`src/rtl/pipe_reg_chain_pkg.sv`:
```
// Shared pipeline encodings: instruction bubbles inserted on reset, flush and empty stages.
package pipe_reg_chain_pkg;

    localparam logic [31:0] NOP_INSTR   = 32'h0000_0013;
    localparam logic [15:0] NOP_INSTR_C = 16'h0001;
    localparam logic [31:0] NOP_BUBBLE  = NOP_INSTR;

endpackage

```
`src/rtl/pipe_stage.sv`:
```
// One elastic pipeline slot: valid bit plus payload, with clear/load/hold control.
module pipe_stage
    import pipe_reg_chain_pkg::*;
#(
    parameter int unsigned   DW      = 32,
    parameter logic [DW-1:0] RST_VAL = DW'(NOP_INSTR)
) (
    input  logic          clk,
    input  logic          rst,
    input  logic          i_clear,
    input  logic          i_load,
    input  logic          i_valid,
    input  logic [DW-1:0] i_data,
    output logic          o_valid,
    output logic [DW-1:0] o_data
);

    logic          r_valid;
    logic [DW-1:0] r_data;

    // A slot that loads nothing valid is parked on the bubble value.
    always_ff @(posedge clk or negedge rst) begin
        if (!rst) begin
            r_valid <= 1'b0;
            r_data  <= RST_VAL;
        end else if (i_clear) begin
            r_valid <= 1'b0;
            r_data  <= RST_VAL;
        end else if (i_load) begin
            r_valid <= i_valid;
            r_data  <= i_valid ? i_data : RST_VAL;
        end
    end

    assign o_valid = r_valid;
    assign o_data  = r_data;

endmodule

```
`src/rtl/pipe_reg_chain.sv`:
```
// Elastic register chain of DEPTH stages with bubble collapse, global hold and flush.
// Backpressure ripples combinationally from out_ready_i to in_ready_o (no skid buffer).
module pipe_reg_chain
    import pipe_reg_chain_pkg::*;
#(
    parameter int unsigned   DW      = 32,
    parameter int unsigned   DEPTH   = 2,
    parameter logic [DW-1:0] RST_VAL = DW'(NOP_INSTR)
) (
    input  logic                       clk,
    input  logic                       rst,
    input  logic                       flush_i,
    input  logic                       hold_i,
    input  logic                       in_valid_i,
    output logic                       in_ready_o,
    input  logic [DW-1:0]              in_data_i,
    output logic                       out_valid_o,
    input  logic                       out_ready_i,
    output logic [DW-1:0]              out_data_o,
    output logic [$clog2(DEPTH+1)-1:0] count_o
);

    localparam int unsigned CW = $clog2(DEPTH+1);

    logic [DEPTH-1:0] w_valid;
    logic [DEPTH-1:0] w_move;
    logic [DEPTH-1:0] w_accept;
    logic [DEPTH-1:0] w_src_valid;
    logic [DW-1:0]    w_data     [DEPTH];
    logic [DW-1:0]    w_src_data [DEPTH];
    logic             w_in_xfer;
    logic             w_out_xfer;
    logic [CW-1:0]    r_count;

    // A stage moves when its successor is free or itself moving; resolved from the output side back.
    always_comb begin
        w_move = '0;
        w_move[DEPTH-1] = !hold_i && out_ready_i;
        for (int k = int'(DEPTH) - 2; k >= 0; k--) begin
            w_move[k] = !hold_i && (!w_valid[k+1] || w_move[k+1]);
        end
    end

    always_comb begin
        for (int k = 0; k < int'(DEPTH); k++) begin
            w_accept[k] = !hold_i && (!w_valid[k] || w_move[k]);
        end
    end

    assign in_ready_o  = rst && w_accept[0] && !flush_i;
    assign w_in_xfer   = in_valid_i && in_ready_o;
    assign out_valid_o = w_valid[DEPTH-1] && !hold_i;
    assign out_data_o  = w_data[DEPTH-1];
    assign w_out_xfer  = out_valid_o && out_ready_i;

    genvar k;
    generate
        for (k = 0; k < int'(DEPTH); k++) begin : g_stage
            if (k == 0) begin : g_head
                assign w_src_valid[k] = in_valid_i;
                assign w_src_data[k]  = in_data_i;
            end else begin : g_body
                assign w_src_valid[k] = w_valid[k-1];
                assign w_src_data[k]  = w_data[k-1];
            end

            pipe_stage #(
                .DW      (DW),
                .RST_VAL (RST_VAL)
            ) u_stage (
                .clk     (clk),
                .rst     (rst),
                .i_clear (flush_i),
                .i_load  (w_accept[k]),
                .i_valid (w_src_valid[k]),
                .i_data  (w_src_data[k]),
                .o_valid (w_valid[k]),
                .o_data  (w_data[k])
            );
        end
    endgenerate

    always_ff @(posedge clk or negedge rst) begin
        if (!rst) begin
            r_count <= '0;
        end else if (flush_i) begin
            r_count <= '0;
        end else if (w_in_xfer && !w_out_xfer) begin
            r_count <= r_count + CW'(1);
        end else if (!w_in_xfer && w_out_xfer) begin
            r_count <= r_count - CW'(1);
        end
    end

    assign count_o = r_count;

endmodule

```
`config.mk`:
```
export PLATFORM = sky130hd
export DESIGN_NAME = pipe_reg_chain
export DESIGN_NICKNAME = d
export VERILOG_FILES = /design/src/rtl/pipe_reg_chain_pkg.sv /design/src/rtl/pipe_stage.sv /design/src/rtl/pipe_reg_chain.sv
export SDC_FILE = /design/constraint.sdc
export NUM_CORES = 1
export LEC_CHECK = 0
export ABC_AREA = 1
export BUFFER_PORTS_ARGS = -buffer_cell sky130_fd_sc_hd__buf_2
export CORE_UTILIZATION = 50
export DETAILED_ROUTE_END_ITERATION = 12
export MAX_ROUTING_LAYER = met4
export PLACE_DENSITY = 0.75
export SYNTH_ARGS = -nofsm -noshare
export SYNTH_HDL_FRONTEND = slang
export SYNTH_HIERARCHICAL = 1
export SYNTH_SLANG_ARGS = --single-unit
```
`constraint.sdc`:
```
create_clock -name clk -period 2.8 [get_ports clk]
set_input_delay 0.56 -clock clk [delete_from_list [all_inputs] [get_ports clk]]
set_output_delay 0.56 -clock clk [all_outputs]
set_load 0.02 [all_outputs]
```
# Word-level counts from Yosys, hierarchy flattened
# Index checks and enable logic that the tools add are counted.
[totals]
output_inout_bits = 36
in_bits = 38
word_cells = 41
register_bits = 68
[op_classes]
n_reduce_logical = 21
add_sub_neg = 2
muxes = 13
[ops]
columns = ["cell", "count"]
rows = [
  ["32-bit 2-to-1 mux", 6],
  ["1-bit logical AND", 10],
  ["1-bit logical NOT", 6],
  ["2-bit 2-to-1 mux", 3],
  ["1-bit 2-to-1 mux", 4],
  ["2-bit nonzero test", 2],
  ["3-bit nonzero test", 1],
  ["2-bit by 1-bit adder with 2-bit output, second input constant", 1],
  ["1-bit logical OR", 2],
  ["2-bit by 1-bit subtractor with 2-bit output, second input constant", 1],
]

# Logic depth before layout (Yosys ltp)
[logic_depth]
word_depth = 14
ltp_mapped = 9
depth_no_buf = 9

# By module
# Netlist, hierarchy kept.
[modules_own_cells]
columns = ["mod", "cells_per_inst", "seq_area_each_um2", "area_each_um2", "instances"]
rows = [
  ["pipe_stage", 154, 829.5, 1397.6, 2],
  ["pipe_reg_chain", 38, 50.0, 245.2, 1],
]

# Worst setup path after synthesis
# Ideal clock, no wire load.
[synth_path]
path_kind = "input to output"
startpoint = "in rst"
endpoint = "out in_ready_o"
path_buffers = 0
path_slack_ns = 1.323
required_ns = 2.240
arrival_ns = 0.917
cell_stages = 4
cell_sequence = "inv_1 > nor2_4 > nand3_2 > inv_1"
[synth_via]
elab_chain_len = 2
[synth_rtl]
columns = ["item", "line", "rtl"]
rows = [
  ["start: declaration", "pipe_reg_chain.sv:11", "input logic rst,"],
  ["1-bit logical AND (2 in series)", "pipe_reg_chain.sv:50", "assign in_ready_o = rst && w_accept[0] && !flush_i;"],
  ["end: declaration", "pipe_reg_chain.sv:15", "output logic in_ready_o,"],
]
# No other way between the ends.

# Worst setup path in the final report
[layout_path]
startpoint = "in flush_i"
endpoint = "out in_ready_o"
[layout_via]
elab_chain_len = 2
[layout_rtl]
columns = ["item", "line", "rtl"]
rows = [
  ["start: declaration", "pipe_reg_chain.sv:12", "input logic flush_i,"],
  ["1-bit logical NOT", "pipe_reg_chain.sv:50", ""],
  ["1-bit logical AND", "pipe_reg_chain.sv:50", ""],
]
# No other way between the ends.

==> flow_summary.ini <==
[status]
outcome = finished with violations
failed_checks = DRC

[sta]
setup_viol = 0
tightest_slew_ns = 0.852
post-route-min-period_ns = 1.74
rsz0062_at_grt = false
max_freq_mhz = 575
fin_crit_sh_pct = 62.1
fin_skew_ns = 0.00999
layout_setup_ws_ns = 1.06
slew_headroom_pct = 43.2
fin_tns_setup_ns = 0
hold_slack_ns = 0.467
hold_viol = 0
drv_slew = 0

[worst_hold_path]
holdCritPathClass = in -> async

[place]
place.gp.congestion = 0.751
placed_cell_area_um2 = 3400
dp_hpwl_um = 4410
place_inst = 475
port_buffers = 73
dp_slack_ns = 0.807

[clock_tree]
clk_latency_ns = 0.33
clockBufferDepth = 2
cts.sinks = 68
cts_hold_buf = 0
cts_tree = built
post_cts_buffers = 0
ctsRootBufferMaster = clkbuf_8
clk_pin_slew_ns = 0.07
h-tree-depth = 3
cts_buffers = 9
cts_resized = 0

[cells_and_area]
area_growth_pct = 17.5
n_fill_cell = 541
multiInputGateArea_um2 = 1100
final_cell_area_um2 = 3570
drive_gt1_share_pct = 27.2
layout.nets = 449
diodes = 0
fin_util_pct = 60.7
instances_no_fill = 491
final_common_cell = nand2_1
register_area_um2 = 1710
layout_common_cells = 149 x nand2_1, 73 x buf_2, 62 x dfrtp_1, 58 x nand4_1, 20 x inv_1

[critical_path]
crit_type = in -> out
r2r_slack_ns = 1.13
cp_max_fo = 7
start_kind = primary input
worstPathRequired_ns = 2.24
endpoint_kind = primary output
worstPathArrival_ns = 1.18

[global_route]
overflow = 0
antenna_found_initial = 0
grt_max_degree = 69
grt_pass1_vias = 2534
grt_pass1_wl_um = 11600
track_usage_pct = 24.6

[power_and_ir_drop]
leakage_nw = 2.10
power_density_nw_per_um2 = 539
total_power_mw = 1.93
peakVddDrop_mv = 0.284

[drt]
vias = 2615
viasPerCell = 5.33
first_iter_violations = 195
routedWlPerCell_um = 14.4
wl_um = 7060
antenna_left = 0
dr.pass1.iters = 8
drc = 1

[yosys]
netlist_instances = 346
synth-seq-cells = 68
ys_types = 19
syn-num-nets = 384
ys_seq_area_share_pct = 56.2
yosys_warnings = 6
avgSynthCellArea_um2 = 8.79
syn_area_um2 = 3040

[die]
core_area_um2 = 5890
die_area_um2 = 6400
die_w_um = 80.0
io_pins = 74
chipHeight_um = 80.0
initial_core_util_pct = 51.7
rows = 28

[job]
maxCapViolCount = 0
-- Yosys cell counts (all sizes together) --
library cell    n  area share (%)
o21ai           1            0.16
xor2            1            0.29
nand3          10             2.0
a21oi           2            0.45
inv            20             2.5
nand2         151              19
clkinv          1            0.16
nor2            7             2.0
buf            26             5.1
nand4          59              12
dfstp           6             5.2
dfrtp          62              51
-- state kept, by name (all words and copies together), names as in the netlist --
| register | cells |
|---|---|
| count_o | 2 |
| g_stage.u_stage/o_valid | 2 |
| g_stage.u_stage/o_data | 64 |
-- worst paths after layout --
path | startpoint | endpoint | depth (start not counted)
worst min register to register | g_stage[1].u_stage/o_data[0] | g_stage[1].u_stage/o_data[0] | 2
worst min-delay path | rst | g_stage[1].u_stage/o_data[12] | 2
worst max register to register | g_stage[1].u_stage/o_valid | g_stage[1].u_stage/o_data[1] | 5
max in group asynchronous | rst | g_stage[0].u_stage/o_data[5] | 2
worst max-delay path | flush_i | in_ready_o | 5
min in group clk | g_stage[1].u_stage/o_data[0] | g_stage[1].u_stage/o_data[0] | 2
-- logic make-up (layout without fill, tap and decap cells) --
| logic type | after synthesis | after routing | share of synthesized area [%] |
|---|---|---|---|
| buf+inv | 47 | 117 | 7.74 |
| xor+xnor | 1 | 1 | 0.288 |
| flops | 68 | 68 | 56.2 |
| simple gates | 227 | 227 | 35.1 |
| compound gates | 3 | 3 | 0.617 |
-- critical path: stages --
cell and delay [ns]:
buf_2 0.17, nor2_4 0.15, nand3_2 0.09, inv_1 0.06
buf_2 0.15
-- final cells by class --
type                    instances  share of cell area (%)
repair buffers                 80                    11.7
well taps                      75                    2.63
inverters                      21                    2.24
clock buffers                  14                    4.55
clock inverters                 2                   0.280
multi-input cells             231                    30.8
flip-flops and latches         68                    47.8
-- per-layer routing --
layer | vias to the layer above | routed length [um] | GRT usage [%]
met5 | - | 0 | -
met1 | 1260 | 3170 | 30.6
li1 | 1264 | - | -
met2 | 85 | 3480 | 39.7
met4 | 0 | 48 | 10.2
met3 | 6 | 364 | 4.23
-- report_power, final --
part / leakage, nW / switching (mW) / internal [mW] / total, mW
sequential: 0.918 / 0.0157 / 1.01 / 1.03
combinational: 1.10 / 0.133 / 0.0536 / 0.187
clock: 0.0905 / 0.342 / 0.369 / 0.711
total: 2.10 / 0.491 / 1.44 / 1.93
Note: power is estimated with default switching activity, not from simulation.
